===== config.mk =====
export PLATFORM = sky130hd
export DESIGN_NAME = ammo_launcher_flat
export DESIGN_NICKNAME = d
export VERILOG_FILES = /design/src/rtl/ammo_launcher_if.sv /design/src/rtl/ammo_launcher.sv /design/src/flat_wrapper.sv
export SDC_FILE = /design/constraint.sdc
export NUM_CORES = 1
export LEC_CHECK = 0
export CAP_MARGIN = 25
export CELL_PAD_IN_SITES_DETAIL_PLACEMENT = 0
export CELL_PAD_IN_SITES_GLOBAL_PLACEMENT = 2
export CORE_MARGIN = 4
export CORE_UTILIZATION = 38
export DETAILED_ROUTE_END_ITERATION = 10
export DONT_BUFFER_PORTS = 1
export PLACE_DENSITY_LB_ADDON = 0.1
export SYNTH_ARGS = -nofsm -noshare
export SYNTH_HDL_FRONTEND = slang
export SYNTH_SLANG_ARGS = --single-unit

===== constraint.sdc =====
create_clock -name frame_clk -period 2.9 [get_ports frame_clk]
set_input_delay 0.29 -clock frame_clk [delete_from_list [all_inputs] [get_ports frame_clk]]
set_output_delay 0.29 -clock frame_clk [all_outputs]
set_load 0.02 [all_outputs]

===== src/rtl/ammo_launcher_if.sv =====
// ammo_launcher_if: fire/ship inputs and bullet outputs of the launcher.
// slave is the launcher side, master the ship/collision side.
interface ammo_launcher_if;
  logic       fire;
  logic [9:0] ship_x;
  logic [9:0] ship_y;
  logic       bullet_hit;
  logic [9:0] ball_ammo_x;
  logic [9:0] ball_ammo_y;
  logic [9:0] ball_ammo_size;
  logic       ammo_active;
  logic       cooldown_busy;
  logic [7:0] shot_count;
  logic [3:0] ammo_left;

  modport master (
    output fire, ship_x, ship_y, bullet_hit,
    input  ball_ammo_x, ball_ammo_y, ball_ammo_size,
    input  ammo_active, cooldown_busy, shot_count, ammo_left
  );

  modport slave (
    input  fire, ship_x, ship_y, bullet_hit,
    output ball_ammo_x, ball_ammo_y, ball_ammo_size,
    output ammo_active, cooldown_busy, shot_count, ammo_left
  );
endinterface


===== src/rtl/ammo_launcher.sv =====
// ammo_launcher: single-bullet launcher with retire cooldown.
// Define AMMO_LIMIT_EN for a finite magazine with a RELOAD state.
module ammo_launcher #(
  parameter int AMMO_SIZE       = 4,
  parameter int AMMO_SPEED      = 6,
  parameter int Y_TOP           = 3,
  parameter int PARK_X          = 700,
  parameter int PARK_Y          = 0,
  parameter int COOLDOWN_FRAMES = 8
`ifdef AMMO_LIMIT_EN
  ,
  parameter int MAG_SIZE        = 5,
  parameter int RELOAD_FRAMES   = 60
`endif
) (
  input  logic           Reset,
  input  logic           frame_clk,
  ammo_launcher_if.slave bus
);

  localparam logic [9:0]  SIZE_W     = 10'(AMMO_SIZE);
  localparam logic [9:0]  SPEED_W    = 10'(AMMO_SPEED);
  localparam logic [9:0]  LAUNCH_MIN = 10'(Y_TOP + AMMO_SIZE);
  localparam logic [9:0]  EXIT_MIN   = 10'(Y_TOP + AMMO_SPEED);
  localparam logic [9:0]  PARK_X_W   = 10'(PARK_X);
  localparam logic [9:0]  PARK_Y_W   = 10'(PARK_Y);
  localparam logic [15:0] CD_LOAD    = 16'(COOLDOWN_FRAMES - 1);

`ifdef AMMO_LIMIT_EN
  localparam logic [3:0]  MAG_LOAD   = 4'(MAG_SIZE);
  localparam logic [15:0] RL_LOAD    = 16'(RELOAD_FRAMES - 1);
  typedef enum logic [1:0] {
    IDLE, FLYING, COOLDOWN, RELOAD
  } state_t;
`else
  typedef enum logic [1:0] {
    IDLE, FLYING, COOLDOWN
  } state_t;
`endif

  state_t      state_q, state_d;
  logic [9:0]  x_q, x_d;
  logic [9:0]  y_q, y_d;
  logic        active_q, active_d;
  logic        busy_q, busy_d;
  logic [7:0]  shots_q, shots_d;
  logic [15:0] cnt_q, cnt_d;
  logic        fire_prev_q, fire_prev_d;
  logic        fire_rise;
  logic        can_fire;
  logic        retire;
`ifdef AMMO_LIMIT_EN
  logic [3:0]  ammo_q, ammo_d;
  assign can_fire = (ammo_q != 4'd0);
`else
  assign can_fire = 1'b1;
`endif

  assign fire_rise = bus.fire & ~fire_prev_q;
  // Compare before subtracting so the bullet never wraps past zero
  assign retire = bus.bullet_hit || (y_q < EXIT_MIN);

  always_comb begin
    state_d     = state_q;
    x_d         = x_q;
    y_d         = y_q;
    active_d    = active_q;
    busy_d      = busy_q;
    shots_d     = shots_q;
    cnt_d       = cnt_q;
    fire_prev_d = bus.fire;
`ifdef AMMO_LIMIT_EN
    ammo_d      = ammo_q;
`endif
    unique case (state_q)
      IDLE: begin
        if (fire_rise && can_fire &&
            bus.ship_y >= LAUNCH_MIN) begin
          state_d  = FLYING;
          x_d      = bus.ship_x;
          y_d      = bus.ship_y - SIZE_W;
          active_d = 1'b1;
          if (shots_q != 8'hFF)
            shots_d = shots_q + 8'd1;
`ifdef AMMO_LIMIT_EN
          ammo_d = ammo_q - 4'd1;
`endif
        end
      end
      FLYING: begin
        if (retire) begin
          x_d      = PARK_X_W;
          y_d      = PARK_Y_W;
          active_d = 1'b0;
          busy_d   = 1'b1;
          state_d  = COOLDOWN;
          cnt_d    = CD_LOAD;
`ifdef AMMO_LIMIT_EN
          if (ammo_q == 4'd0) begin
            state_d = RELOAD;
            cnt_d   = RL_LOAD;
          end
`endif
        end else begin
          y_d = y_q - SPEED_W;
        end
      end
      COOLDOWN: begin
        if (cnt_q == 16'd0) begin
          state_d = IDLE;
          busy_d  = 1'b0;
        end else begin
          cnt_d = cnt_q - 16'd1;
        end
      end
`ifdef AMMO_LIMIT_EN
      RELOAD: begin
        if (cnt_q == 16'd0) begin
          state_d = IDLE;
          busy_d  = 1'b0;
          ammo_d  = MAG_LOAD;
        end else begin
          cnt_d = cnt_q - 16'd1;
        end
      end
`endif
      default: state_d = IDLE;
    endcase
  end

  always_ff @(posedge frame_clk or posedge Reset) begin
    if (Reset) begin
      state_q     <= IDLE;
      x_q         <= PARK_X_W;
      y_q         <= PARK_Y_W;
      active_q    <= 1'b0;
      busy_q      <= 1'b0;
      shots_q     <= 8'd0;
      cnt_q       <= 16'd0;
      fire_prev_q <= 1'b1;
`ifdef AMMO_LIMIT_EN
      ammo_q      <= MAG_LOAD;
`endif
    end else begin
      state_q     <= state_d;
      x_q         <= x_d;
      y_q         <= y_d;
      active_q    <= active_d;
      busy_q      <= busy_d;
      shots_q     <= shots_d;
      cnt_q       <= cnt_d;
      fire_prev_q <= fire_prev_d;
`ifdef AMMO_LIMIT_EN
      ammo_q      <= ammo_d;
`endif
    end
  end

  assign bus.ball_ammo_x    = x_q;
  assign bus.ball_ammo_y    = y_q;
  assign bus.ball_ammo_size = SIZE_W;
  assign bus.ammo_active    = active_q;
  assign bus.cooldown_busy  = busy_q;
  assign bus.shot_count     = shots_q;
`ifdef AMMO_LIMIT_EN
  assign bus.ammo_left      = ammo_q;
`else
  assign bus.ammo_left      = 4'hF;
`endif

endmodule


===== src/flat_wrapper.sv =====
// flat-port wrapper written by rule: the top's interface ports become plain ports
module ammo_launcher_flat 
#(
  parameter int AMMO_SIZE       = 4,
  parameter int AMMO_SPEED      = 6,
  parameter int Y_TOP           = 3,
  parameter int PARK_X          = 700,
  parameter int PARK_Y          = 0,
  parameter int COOLDOWN_FRAMES = 8

)
  (Reset, frame_clk, bus_fire, bus_ship_x, bus_ship_y, bus_bullet_hit, bus_ball_ammo_x, bus_ball_ammo_y, bus_ball_ammo_size, bus_ammo_active, bus_cooldown_busy, bus_shot_count, bus_ammo_left);
  ammo_launcher_if bus_i ();
  input  logic Reset;
  input  logic frame_clk;
  input wire logic [$bits(bus_i.fire)-1:0] bus_fire;
  input wire logic [$bits(bus_i.ship_x)-1:0] bus_ship_x;
  input wire logic [$bits(bus_i.ship_y)-1:0] bus_ship_y;
  input wire logic [$bits(bus_i.bullet_hit)-1:0] bus_bullet_hit;
  output wire logic [$bits(bus_i.ball_ammo_x)-1:0] bus_ball_ammo_x;
  output wire logic [$bits(bus_i.ball_ammo_y)-1:0] bus_ball_ammo_y;
  output wire logic [$bits(bus_i.ball_ammo_size)-1:0] bus_ball_ammo_size;
  output wire logic [$bits(bus_i.ammo_active)-1:0] bus_ammo_active;
  output wire logic [$bits(bus_i.cooldown_busy)-1:0] bus_cooldown_busy;
  output wire logic [$bits(bus_i.shot_count)-1:0] bus_shot_count;
  output wire logic [$bits(bus_i.ammo_left)-1:0] bus_ammo_left;
  assign bus_i.fire = bus_fire;
  assign bus_i.ship_x = bus_ship_x;
  assign bus_i.ship_y = bus_ship_y;
  assign bus_i.bullet_hit = bus_bullet_hit;
  assign bus_ball_ammo_x = bus_i.ball_ammo_x;
  assign bus_ball_ammo_y = bus_i.ball_ammo_y;
  assign bus_ball_ammo_size = bus_i.ball_ammo_size;
  assign bus_ammo_active = bus_i.ammo_active;
  assign bus_cooldown_busy = bus_i.cooldown_busy;
  assign bus_shot_count = bus_i.shot_count;
  assign bus_ammo_left = bus_i.ammo_left;
  ammo_launcher #(.AMMO_SIZE(AMMO_SIZE), .AMMO_SPEED(AMMO_SPEED), .Y_TOP(Y_TOP), .PARK_X(PARK_X), .PARK_Y(PARK_Y), .COOLDOWN_FRAMES(COOLDOWN_FRAMES)) u_core (.Reset(Reset), .frame_clk(frame_clk), .bus(bus_i));
endmodule

Word-level counts from Yosys, hierarchy flattened
Index checks and enable logic that the tools add are counted.
{"block": "word_totals", "ff_bits": 49, "latchBits": 0, "ram_bits": 0, "romBits": 0, "input_bits": 24, "out_inout_bits": 44, "mem_count": 0}
{"block": "classes", "n_addsub": 4, "n_mul": 0, "n_div": 0, "order_cmp": 2, "n_eq_ne": 7, "n_shift": 0, "muxes": 19, "n_bitwise": 2, "n_reduce_logical": 12}
{"op": "$mux 10", "count": 4}
{"op": "$pmux 10 s2", "count": 2}
{"op": "$mux 16", "count": 2}
{"op": "$pmux 16 s2", "count": 1}
{"op": "$sub 10x3->10 const B", "count": 2}
{"op": "$logic_not 16->1", "count": 1}
{"op": "$sub 16x1->16 const B", "count": 1}
{"op": "$reduce_and 3->1", "count": 5}
{"op": "$ge 10x3->1 const B", "count": 1}
{"op": "$lt 10x4->1 const B", "count": 1}
{"op": "$add 8x1->8 const B", "count": 1}
{"op": "$ne 8x8->1 const B", "count": 1}
{"op": "$mux 2", "count": 3}
{"op": "$ne 2x1->1 const B", "count": 3}
{"op": "$pmux 2 s3", "count": 1}
{"op": "$mux 1", "count": 4}
{"op": "$pmux 1 s2", "count": 2}
{"op": "$reduce_bool 2->1", "count": 2}
{"op": "$eq 2x1->1 const B", "count": 1}
{"op": "$eq 2x2->1 const B", "count": 1}
{"op": "$logic_not 2->1", "count": 1}
{"op": "$ne 2x2->1 const B", "count": 1}
{"op": "$reduce_and 2->1", "count": 1}
{"op": "$and 1x1->1", "count": 1}
{"op": "other kinds (3)", "count": 3}

Logic depth before layout (Yosys ltp)
Gate-level depths: netlist of the first run.
{"block": "logic_depth", "word_depth": 5, "depth_mapped": 9, "ltp_nobuf": 7}

Worst setup path before layout of the first run
No wires, ideal clock.
{"block": "synth_path", "path_type": "reg2reg", "startpoint": "reg u_core.cnt_q[6]", "endpoint": "reg u_core.cnt_q[12]", "setup_time_ns": 0.066, "t_arrival_ns": 2.145, "t_required_ns": 2.834, "path_slack_ns": 0.688, "stages_incl_launch_ff": 7, "cell_sequence": "dfrtp_1 or4_1 buf_6 or2_4 or3_4 or4_1 nand2_1"}
{"block": "synth_via", "elab_chain_cells": 3, "elab_cells_between_ends": 6}
{"item": "start: declaration", "line": "ammo_launcher.sv:47", "text": "logic [15:0] cnt_q, cnt_d;"}
{"item": "start signal: assignment", "line": "ammo_launcher.sv:151", "text": "cnt_q <= cnt_d;"}
{"item": "$sub 16x1->16 / $logic_not 16->1 (equally long branches)", "line": "ammo_launcher.sv:113, ammo_launcher.sv:109"}
{"item": "$mux 16 / $ne 2x2->1 (equally long branches)"}
{"item": "$pmux 16 s2 / $reduce_and 3->1 (equally long branches)"}
Parallel ways exist; a longest one is shown, timed or not. The select of a mux whose other input is x is not followed.
A chain may end at the register's enable or synchronous reset.

Worst setup path in the final report of the first run
{"block": "layout_path", "startpoint": "reg u_core.cnt_q[6]", "endpoint": "reg u_core.cnt_q[14]"}
The elaborated chain is that of the path after synthesis.

==> results of run 1 <==
-- worst max-delay path by stage --
stage / to / slack, ns / depth (start not counted)
final: u_core.cnt_q[14] / 0.51 / 5
after global routing: u_core.cnt_q[15] / 0.34 / 5
after CTS: u_core.cnt_q[12] / 0.51 / 5
after detailed placement: u_core.cnt_q[9] / 0.54 / 5
after global placement: u_core.cnt_q[12] / 0.56 / 5
after floorplan: u_core.cnt_q[12] / 0.69 / 6
-- Yosys cell counts, types with 3 or more instances --
cell,n
nand3_1,4
a32oi_1,4
buf_4,14
or4_1,7
nand4_1,9
o21ai_0,29
nor2_1,22
nand2_1,30
dfrtp_1,42
or3_1,6
clkbuf_1,11
xnor2_1,8
o31ai_1,3
nor4_1,3
nand2b_1,3
and3_1,3
xor2_1,4
nor3_1,6
dfstp_2,7
mux2i_1,3
ha_1,9
nor4b_1,4
a21oi_1,16
inv_1,18
a31oi_1,3
-- what timing repair did --
| item | in CTS | in global routing |
|---|---|---|
| hold buffers | 2 | 0 |
| hold endpoints to repair | 18 | 0 |
| setup endpoints to repair | 0 | 0 |
-- per-stage QoR --
step / cell area (sq um) / total power [mW]
floorplan: 2920 / 0.806
global placement: 2970 / 0.811
detailed placement: 2970 / 0.811
CTS: 3090 / 1.27
global route: 3090 / 1.31
finish: 3090 / 1.25
-- cell families (layout without fill, tap and decap cells) --
kind of cell    count (synthesis)  after routing  synth area share
fa+ha+maj                       9              9            0.0391
xor+xnor                       12             12            0.0365
buf+inv                        45             39            0.0800
other cells                     2             14           0.00261
flops                          49             49             0.429
simple gates                  110            110             0.214
mux                             5              5            0.0183
compound gates                 80             80             0.180
-- area by class of cell --
class                   count  area (sq um)
multi-input cells         230          1460
clock buffers               6          82.6
clock inverters             2          17.5
repair buffers             13           103
inverters                  18          67.6
fillers                   761          4210
flip-flops and latches     49          1230
well taps                  99           124
-- worst reg2reg max path, cell delays in order (launching register included) --
cell     delay [ns]
dfrtp_1        0.44
or4_1          0.73
or2_4          0.33
or4b_1         0.51
a21oi_1        0.15
o32ai_1        0.10
-- power by group through the flow --
stage / registers [mW] / clock network [mW] / logic [mW]
floorplan: 0.732 / 0 / 0.0732
global placement: 0.737 / 0 / 0.0744
detailed placement: 0.737 / 0 / 0.0746
CTS: 0.724 / 0.468 / 0.0768
global route: 0.727 / 0.495 / 0.0865
finish: 0.723 / 0.451 / 0.0758
-- metal layers --
layer / up-vias / global-route usage / part of all wire
met3: 7 / 0.0502 / 0.068
met1: 1056 / 0.230 / 0.49
met4: 0 / 0.0361 / 0.011
met2: 66 / 0.248 / 0.43
met5: - / 0 / 0
li1: 1116 / - / -
-- registers in the layout, indices dropped and copies added, names as in the netlist --
| signal | count |
|---|---|
| u_core.bus.shot_count | 8 |
| u_core.fire_prev_q | 1 |
| u_core.state_q | 2 |
| u_core.cnt_q | 16 |
| u_core.bus.cooldown_busy | 1 |
| u_core.bus.ball_ammo_x | 10 |
| u_core.bus.ball_ammo_y | 10 |
| u_core.bus.ammo_active | 1 |
==> results.yml, run 1 <==
finish:
  postLayoutCoreUtil: 0.423
  mostFrequentLayoutCell: "dfrtp_1"
  final_cell_mix: "dfrtp_1, nand2_1, o21ai_0, nor2_1, inv_1"
  diodes: 0
  area_growth_pct: 7.26
  instances_no_fill: 417
  nets: 350
  drive_gt1_frac: 0.126
clocking:
  cts_resized: 0
  clk_pin_slew_ns: 0.10
  tritoncts: "built"
  clockBufferDepth: 2
  clk_latency_ns: 0.31
  postCtsSetupRepairBufs: 0
  clock-root-buffer: "clkbuf_8"
  cts_buffers: 5
  cts_max_level: 2
  cts.sinks: 49
routing:
  ant_nets: 0
  drcViolationCount: 0
  wl_per_cell_um: 16.4
  wl_um: 6830
  via_per_inst: 5.38
  route.vias.total: 2245
  first_pass_iters: 4
  drtIter0Drc: 111
sta:
  setup_viol_count_final: 0
  tns_ns: 0
  setup_ws_ns: 0.510
  max_slew_margin: 0.385
  fmax_mhz: 418
  fin_skew_ns: 0.0100
  worst_pin_slew_ns: 0.919
  fin_crit_sh: 0.824
  whs_ns: 0.108
  rsz0062_at_grt: "false"
  drv_slew: 0
  hold_viol: 0
  fin_crit_ns: 2.39
pwr:
  powerDensity_nw_per_um2: 405
  p_leak_nw: 1.34
  power.internal_mw: 0.919
  pwr-share-clk: 0.361
  share_comb_of_total_power: 0.061
  switching_share: 0.265
  seq_power_share: 0.579
  ir_drop_uv: 174
  p_sw_mw: 0.331
global_routing:
  track_usage: 0.164
  grt_pass1_wl_um: 11600
  grt_antenna_before_repair: 0
  grt_remaining_overflow: 0
  grt_pass1_vias: 2259
  grt_max_degree: 21
worst_setup_path:
  slowest_stage: "or4_1"
  worstPathRequired_ns: 3.08
  cp-start-kind: "flop"
  cpLargestDelayFamily: "simple AND/OR/NAND/NOR gates"
  cpPeakStageDelay_ns: 0.73
  reg2reg_slack_ns: 0.51
  path_max_fanout: 7
  cp.arrival_ns: 2.57
  crit_start: "u_core.cnt_q[6]"
  reg2reg_from: "u_core.cnt_q[6]"
  worst_r2r_path_depth: 5
  r2r_end: "u_core.cnt_q[14]"
  critPathBufInv: 0
  crit_type: "flop to flop"
  worst_setup_path_end_kind: "flop"
  path_cells: "or4_1 > or2_4 > or4b_1 > a21oi_1 > o32ai_1"
place:
  portBuffers: 0
  placed_cells: 407
  hpwl_um: 5000
  routabilityCongestion: 0.742
  post-place-ws_ns: 0.537
logic_synthesis:
  postSynth.asyncResetShare: 1.00
  synth_largest_area_cell: "dfrtp_1"
  synth_enable_flop_cells: 0
  syn_area_sq_um: 2880
  synthFlopType: "dfrtp_1"
  synth_warnings: 0
  yosys.area.top_type_share: 0.365
  synthCells: 312
  seq_area_frac_synth: 0.429
  yosysUniqueCellTypes: 57
  ys_ff_latch: 49
  syn_avg_cell_area_sq_um: 9.22
  synth_area_leaders: "dfrtp_1, dfstp_2, o21ai_0"
run:
  max_cap_viol_count: 0
run_status:
  status: "finished, final reports clean"
floorplanning:
  rows: 31
  chipWidth_um: 95.0
  design.core.area_sq_um: 7290
  initial_utilization: 0.394
  dieHeight_um: 95.0
  die-area_sq_um: 9030
  ios: 68
min_path:
  hold_path_end: "u_core.bus.ball_ammo_x[2]"
  hold_class: "input pin to flop"
  hold_path_startpoint: "bus_ship_x[2]"
  min_path_cells: 2
Note: power is estimated with default switching activity, not from simulation.
==> run 2, diff against run 1 <==
- clock period: 2.9 -> 2.2 ns (I/O delays scaled with it)
==> run 2 against run 1 <==
Against the previous run: maximum frequency up 13%; count of clock-buffer cells in the layout down 1; critical path depth unchanged; sequential share of layout area down 3.7 points; hold slack worse by 0.064 ns; highest routed layer unchanged; wire length up 3.7%; core utilization up 4.3 points; flip-flop and latch count unchanged; critical path type unchanged; cell count up 7.9%; largest power group unchanged; clock skew up 0.0032 ns; combinational power up 72%; largest cell class unchanged.
==> results.yml, run 2 (synthesis gave the netlist of run 1 again) <==
worst_setup_path:
  r2r_end: "u_core.cnt_q[15]"
  cpPeakStageDelay_ns: 0.54
  worstPathRequired_ns: 2.45
  reg2reg_slack_ns: 0.08
  cpLargestDelayFamily: "simple AND/OR/NAND/NOR gates"
  slowest_stage: "or4_4"
  path_cells: "or4_4 > buf_4 > or3_1 > or4_1 > nand3_1"
  crit_type: "flop to flop"
  reg2reg_from: "u_core.cnt_q[9]"
  worst_setup_path_end_kind: "flop"
  critPathBufInv: 1
  path_max_fanout: 6
  cp-start-kind: "flop"
  cp.arrival_ns: 2.37
  worst_r2r_path_depth: 5
floorplanning:
  chipWidth_um: 95.0
  initial_utilization: 0.394
  die-area_sq_um: 9030
  dieHeight_um: 95.0
  design.core.area_sq_um: 7290
  rows: 31
  ios: 68
finish:
  area_growth_pct: 18.1
  final_cell_mix: "buf_4, dfrtp_1, nand2_1, o21ai_0, nor2_1"
  multiInputGateArea_sq_um: 1500
  diodes: 0
  largest_reg_flops: 16
  seqCellArea_sq_um: 1230
  instances_no_fill: 450
  regMostFlops: "u_core.cnt_q"
  nets: 383
  mostFrequentLayoutCell: "buf_4"
  num-fill-cells: 748
  drive_gt1_frac: 0.234
clocking:
  clk_pin_slew_ns: 0.10
  postCtsSetupRepairBufs: 0
  clock-root-buffer: "clkbuf_8"
  cts_max_level: 2
  cts.sinks: 49
  clk_latency_ns: 0.31
  cts_buffers: 5
  clockBufferDepth: 2
  tritoncts: "built"
place:
  hpwl_um: 5240
  post-place-ws_ns: 0.0115
  routabilityCongestion: 0.765
  placed_cells: 440
  portBuffers: 0
routing:
  via_per_inst: 5.28
  ant_nets: 0
  wl_um: 7080
  drtIter0Drc: 57
  drcViolationCount: 0
  wl_per_cell_um: 15.7
  first_pass_iters: 4
  route.vias.total: 2378
min_path:
  hold_path_startpoint: "bus_ship_x[2]"
  hold_class: "input pin to flop"
  hold_path_end: "u_core.bus.ball_ammo_x[2]"
  min_path_cells: 2
pwr:
  p_leak_nw: 1.51
  powerDensity_nw_per_um2: 517
  fin_total_pwr_mw: 1.76
  ir_drop_uv: 234
global_routing:
  grt_pass1_wl_um: 11800
  grt_remaining_overflow: 0
  grt_pass1_vias: 2281
  track_usage: 0.169
  grt_antenna_before_repair: 0
  grt_max_degree: 32
sta:
  whs_ns: 0.0441
  worst_pin_slew_ns: 0.652
  max_slew_margin: 0.565
  setup_viol_count_final: 0
  hold_viol: 0
  fin_crit_sh: 0.964
  setup_ws_ns: 0.0785
  fin_skew_ns: 0.0132
  fin_crit_ns: 2.12
  tns_ns: 0
  fmax_mhz: 471
  drv_slew: 0
run:
  max_cap_viol_count: 0
run_status:
  status: "finished, final reports clean"
## run 2: cell count changes in the layout (fill, tap and decap cells not counted), moves of 2 or more
cell | before | now
nor4b_2 | 0 | 2
buf_4 | 11 | 43
ha_1 | 9 | 7
o21ai_1 | 1 | 4
nor4b_1 | 4 | 2
o21ai_0 | 28 | 25
## run 2: where the power goes
group	switching (mW)	total [mW]	internal (mW)
sequential	0.0177	0.938	0.920
clock	0.342	0.690	0.348
combinational	0.0885	0.130	0.0412
## run 2: layout make-up
type	instances	share of cell area
Multi-Input combinational cell	230	0.442
Sequential cell	49	0.364
Timing Repair Buffer	46	0.104
Tap cell	99	0.0365
Clock buffer	5	0.0203
Inverter	18	0.0199
Clock inverter	3	0.0140
## run 2: worst max path at each step
stage,from,endpoint,slack (ns),depth (start not counted)
global route,u_core.cnt_q[2],u_core.cnt_q[12],-0.001,5
finish,u_core.cnt_q[9],u_core.cnt_q[15],0.08,5
detailed placement,u_core.state_q[0],u_core.cnt_q[10],0.01,8
floorplan,u_core.cnt_q[2],u_core.cnt_q[12],0.001,6
CTS,u_core.state_q[0],u_core.cnt_q[10],0.01,8
global placement,u_core.state_q[1],u_core.cnt_q[10],0.01,8
## run 2: metal layers
layer  part of all wire  GRT usage  up-vias
met5                  0          0        -
met4              0.010     0.0433        0
met3              0.064     0.0478        6
met2               0.45      0.257       56
met1               0.48      0.235     1134
li1                   -          -     1182
## run 2: metrics by stage
| stage | utilization | instance area (sq um) |
|---|---|---|
| after detailed placement | 0.441 | 3210 |
| after global placement | 0.441 | 3210 |
| final | 0.466 | 3400 |
| after floorplan | - | 2920 |
| after global routing | 0.466 | 3400 |
| after CTS | 0.460 | 3360 |
## run 2: timing repair
item,4_1_cts,5_1_grt
gates resized for setup,1,14
setup endpoints to repair,1,11
hold buffers,2,0
pin swaps,0,2
endpoints found under the hold margin,29,0
## run 2: worst register-to-register path, delay by kind of cell (launching register included)
kind                   cells  cell delay [ns]
buffers and inverters      1             0.18
flip-flops                 1             0.41
AND/OR/NAND/NOR            4             1.47
==> run 3, diff against run 2 <==
- PLACE_DENSITY: default -> 0.91
- PLACE_DENSITY_LB_ADDON: 0.1 -> default
==> run 3 against run 2 <==
Against the previous run: maximum frequency shrank 1.5%; critical path type unchanged; first-iteration DRC count grew to 2.5 times the previous value; global-route usage shrank 0.43 points; critical endpoint unchanged; clock skew shrank 0.0099 ns; via count grew 1.6%.
==> results.yml, run 3 (synthesis gave the netlist of run 1 again) <==
finish:
  largest_reg_flops: 16
  instances_no_fill: 450
  regMostFlops: "u_core.cnt_q"
  diodes: 0
  stdcell_area_sq_um: 3370
  postLayoutCoreUtil: 0.462
  area_growth_pct: 17.1
  drive_gt1_frac: 0.225
  mostFrequentLayoutCell: "buf_4"
  num-fill-cells: 749
  nets: 383
  final_cell_mix: "buf_4, dfrtp_1, nand2_1, o21ai_0, nor2_1"
routing:
  first_pass_iters: 4
  via_per_inst: 5.37
  wl_per_cell_um: 15.8
  wl_um: 7110
  drcViolationCount: 0
  ant_nets: 0
  route.vias.total: 2415
  drtIter0Drc: 144
worst_setup_path:
  reg2reg_slack_ns: 0.05
  cp-start-kind: "flop"
  r2r_end: "u_core.cnt_q[15]"
  crit_start: "u_core.cnt_q[9]"
  cpPeakStageDelay_ns: 0.55
  worst_r2r_path_depth: 5
  crit_type: "flop to flop"
  slowest_stage: "or4_4"
  cp.arrival_ns: 2.41
  worstPathRequired_ns: 2.45
  reg2reg_from: "u_core.cnt_q[9]"
  endpoint: "u_core.cnt_q[15]"
  path_max_fanout: 6
  path_cells: "or4_4 > buf_4 > or3_1 > or4_1 > nand3_1"
  worst_setup_path_end_kind: "flop"
floorplanning:
  design.core.area_sq_um: 7290
  rows: 31
  ios: 68
  initial_utilization: 0.394
  dieHeight_um: 95.0
  die-area_sq_um: 9030
  chipWidth_um: 95.0
global_routing:
  grt_remaining_overflow: 0
  grt_max_degree: 24
  grt_antenna_before_repair: 0
  met3_usage: 0.0502
  grt_pass1_vias: 2323
  grt_pass1_wl_um: 11600
  grt.met1_usage: 0.215
  met2_usage: 0.263
  busiest_layer: "met2"
  track_usage: 0.164
sta:
  fin_skew_ns: 0.00333
  worst_pin_slew_ns: 0.675
  fmax_mhz: 465
  tns_ns: 0
  whs_ns: 0.0359
  setup_ws_ns: 0.0472
  drv_slew: 0
  fin_crit_ns: 2.15
  fin_crit_sh: 0.979
  setup_viol_count_final: 0
  max_slew_margin: 0.548
  hold_viol: 0
clocking:
  clk_latency_ns: 0.31
  cts.sinks: 49
  tritoncts: "built"
  cts_max_level: 2
  clockBufferDepth: 2
  cts_buffers: 5
  clock-root-buffer: "clkbuf_8"
  clk_pin_slew_ns: 0.10
place:
  hpwl_um: 5180
  routabilityCongestion: 0.795
  portBuffers: 0
  post-place-ws_ns: 0.0397
  placed_cells: 433
  postPlaceCellArea_sq_um: 3160
pwr:
  p_leak_nw: 1.51
  powerDensity_nw_per_um2: 483
  ir_drop_uv: 360
  fin_total_pwr_mw: 1.63
min_path:
  hold_class: "input pin to flop"
run_status:
  status: "finished, final reports clean"
run:
  max_cap_viol_count: 0
## run 3: final cells by class
cell class	count	area (sq um)	share of cell area
Clock inverter	3	21.3	0.00632
Tap cell	99	124	0.0368
Sequential cell	49	1230	0.367
Timing Repair Buffer	46	350	0.104
Multi-Input combinational cell	230	1500	0.446
Inverter	18	67.6	0.0201
Clock buffer	5	68.8	0.0204
## run 3: critical path: cells and delay by family, from the launching register on
family | cells | cell delay [ns]
buf+inv | 1 | 0.18
flops | 1 | 0.39
simple gates | 4 | 1.52
## run 3: power breakdown
part	internal, mW	switching, mW
logic	0.0384	0.0834
registers	0.920	0.0241
clock network	0.226	0.333
total	1.18	0.441
## run 3: metal layers
layer | vias up | share of wire
li1 | 1174 | -
met1 | 1165 | 0.42
met3 | 9 | 0.067
met5 | - | 0
met4 | 0 | 0.011
met2 | 67 | 0.50
## run 3: worst min-delay path by stage
| stage | cells after the start | slack, ns | endpoint | start |
|---|---|---|---|---|
| global placement | 1 | 0.16 | u_core.bus.shot_count[6] | Reset |
| CTS | 2 | 0.03 | u_core.bus.ball_ammo_x[3] | bus_ship_x[3] |
| floorplan | 0 | 0.22 | u_core.fire_prev_q | bus_fire |
| global route | 2 | 0.03 | u_core.bus.ball_ammo_x[5] | bus_ship_x[5] |
| detailed placement | 1 | 0.17 | u_core.bus.shot_count[6] | Reset |
| finish | 2 | 0.04 | u_core.bus.ball_ammo_x[3] | bus_ship_x[3] |
## run 3: repair_timing
action | CTS | global route
setup endpoints to repair | 0 | 11
hold buffers | 2 | 0
gates resized for setup | 0 | 10
endpoints found under the hold margin | 21 | 0
setup buffers | 0 | 7
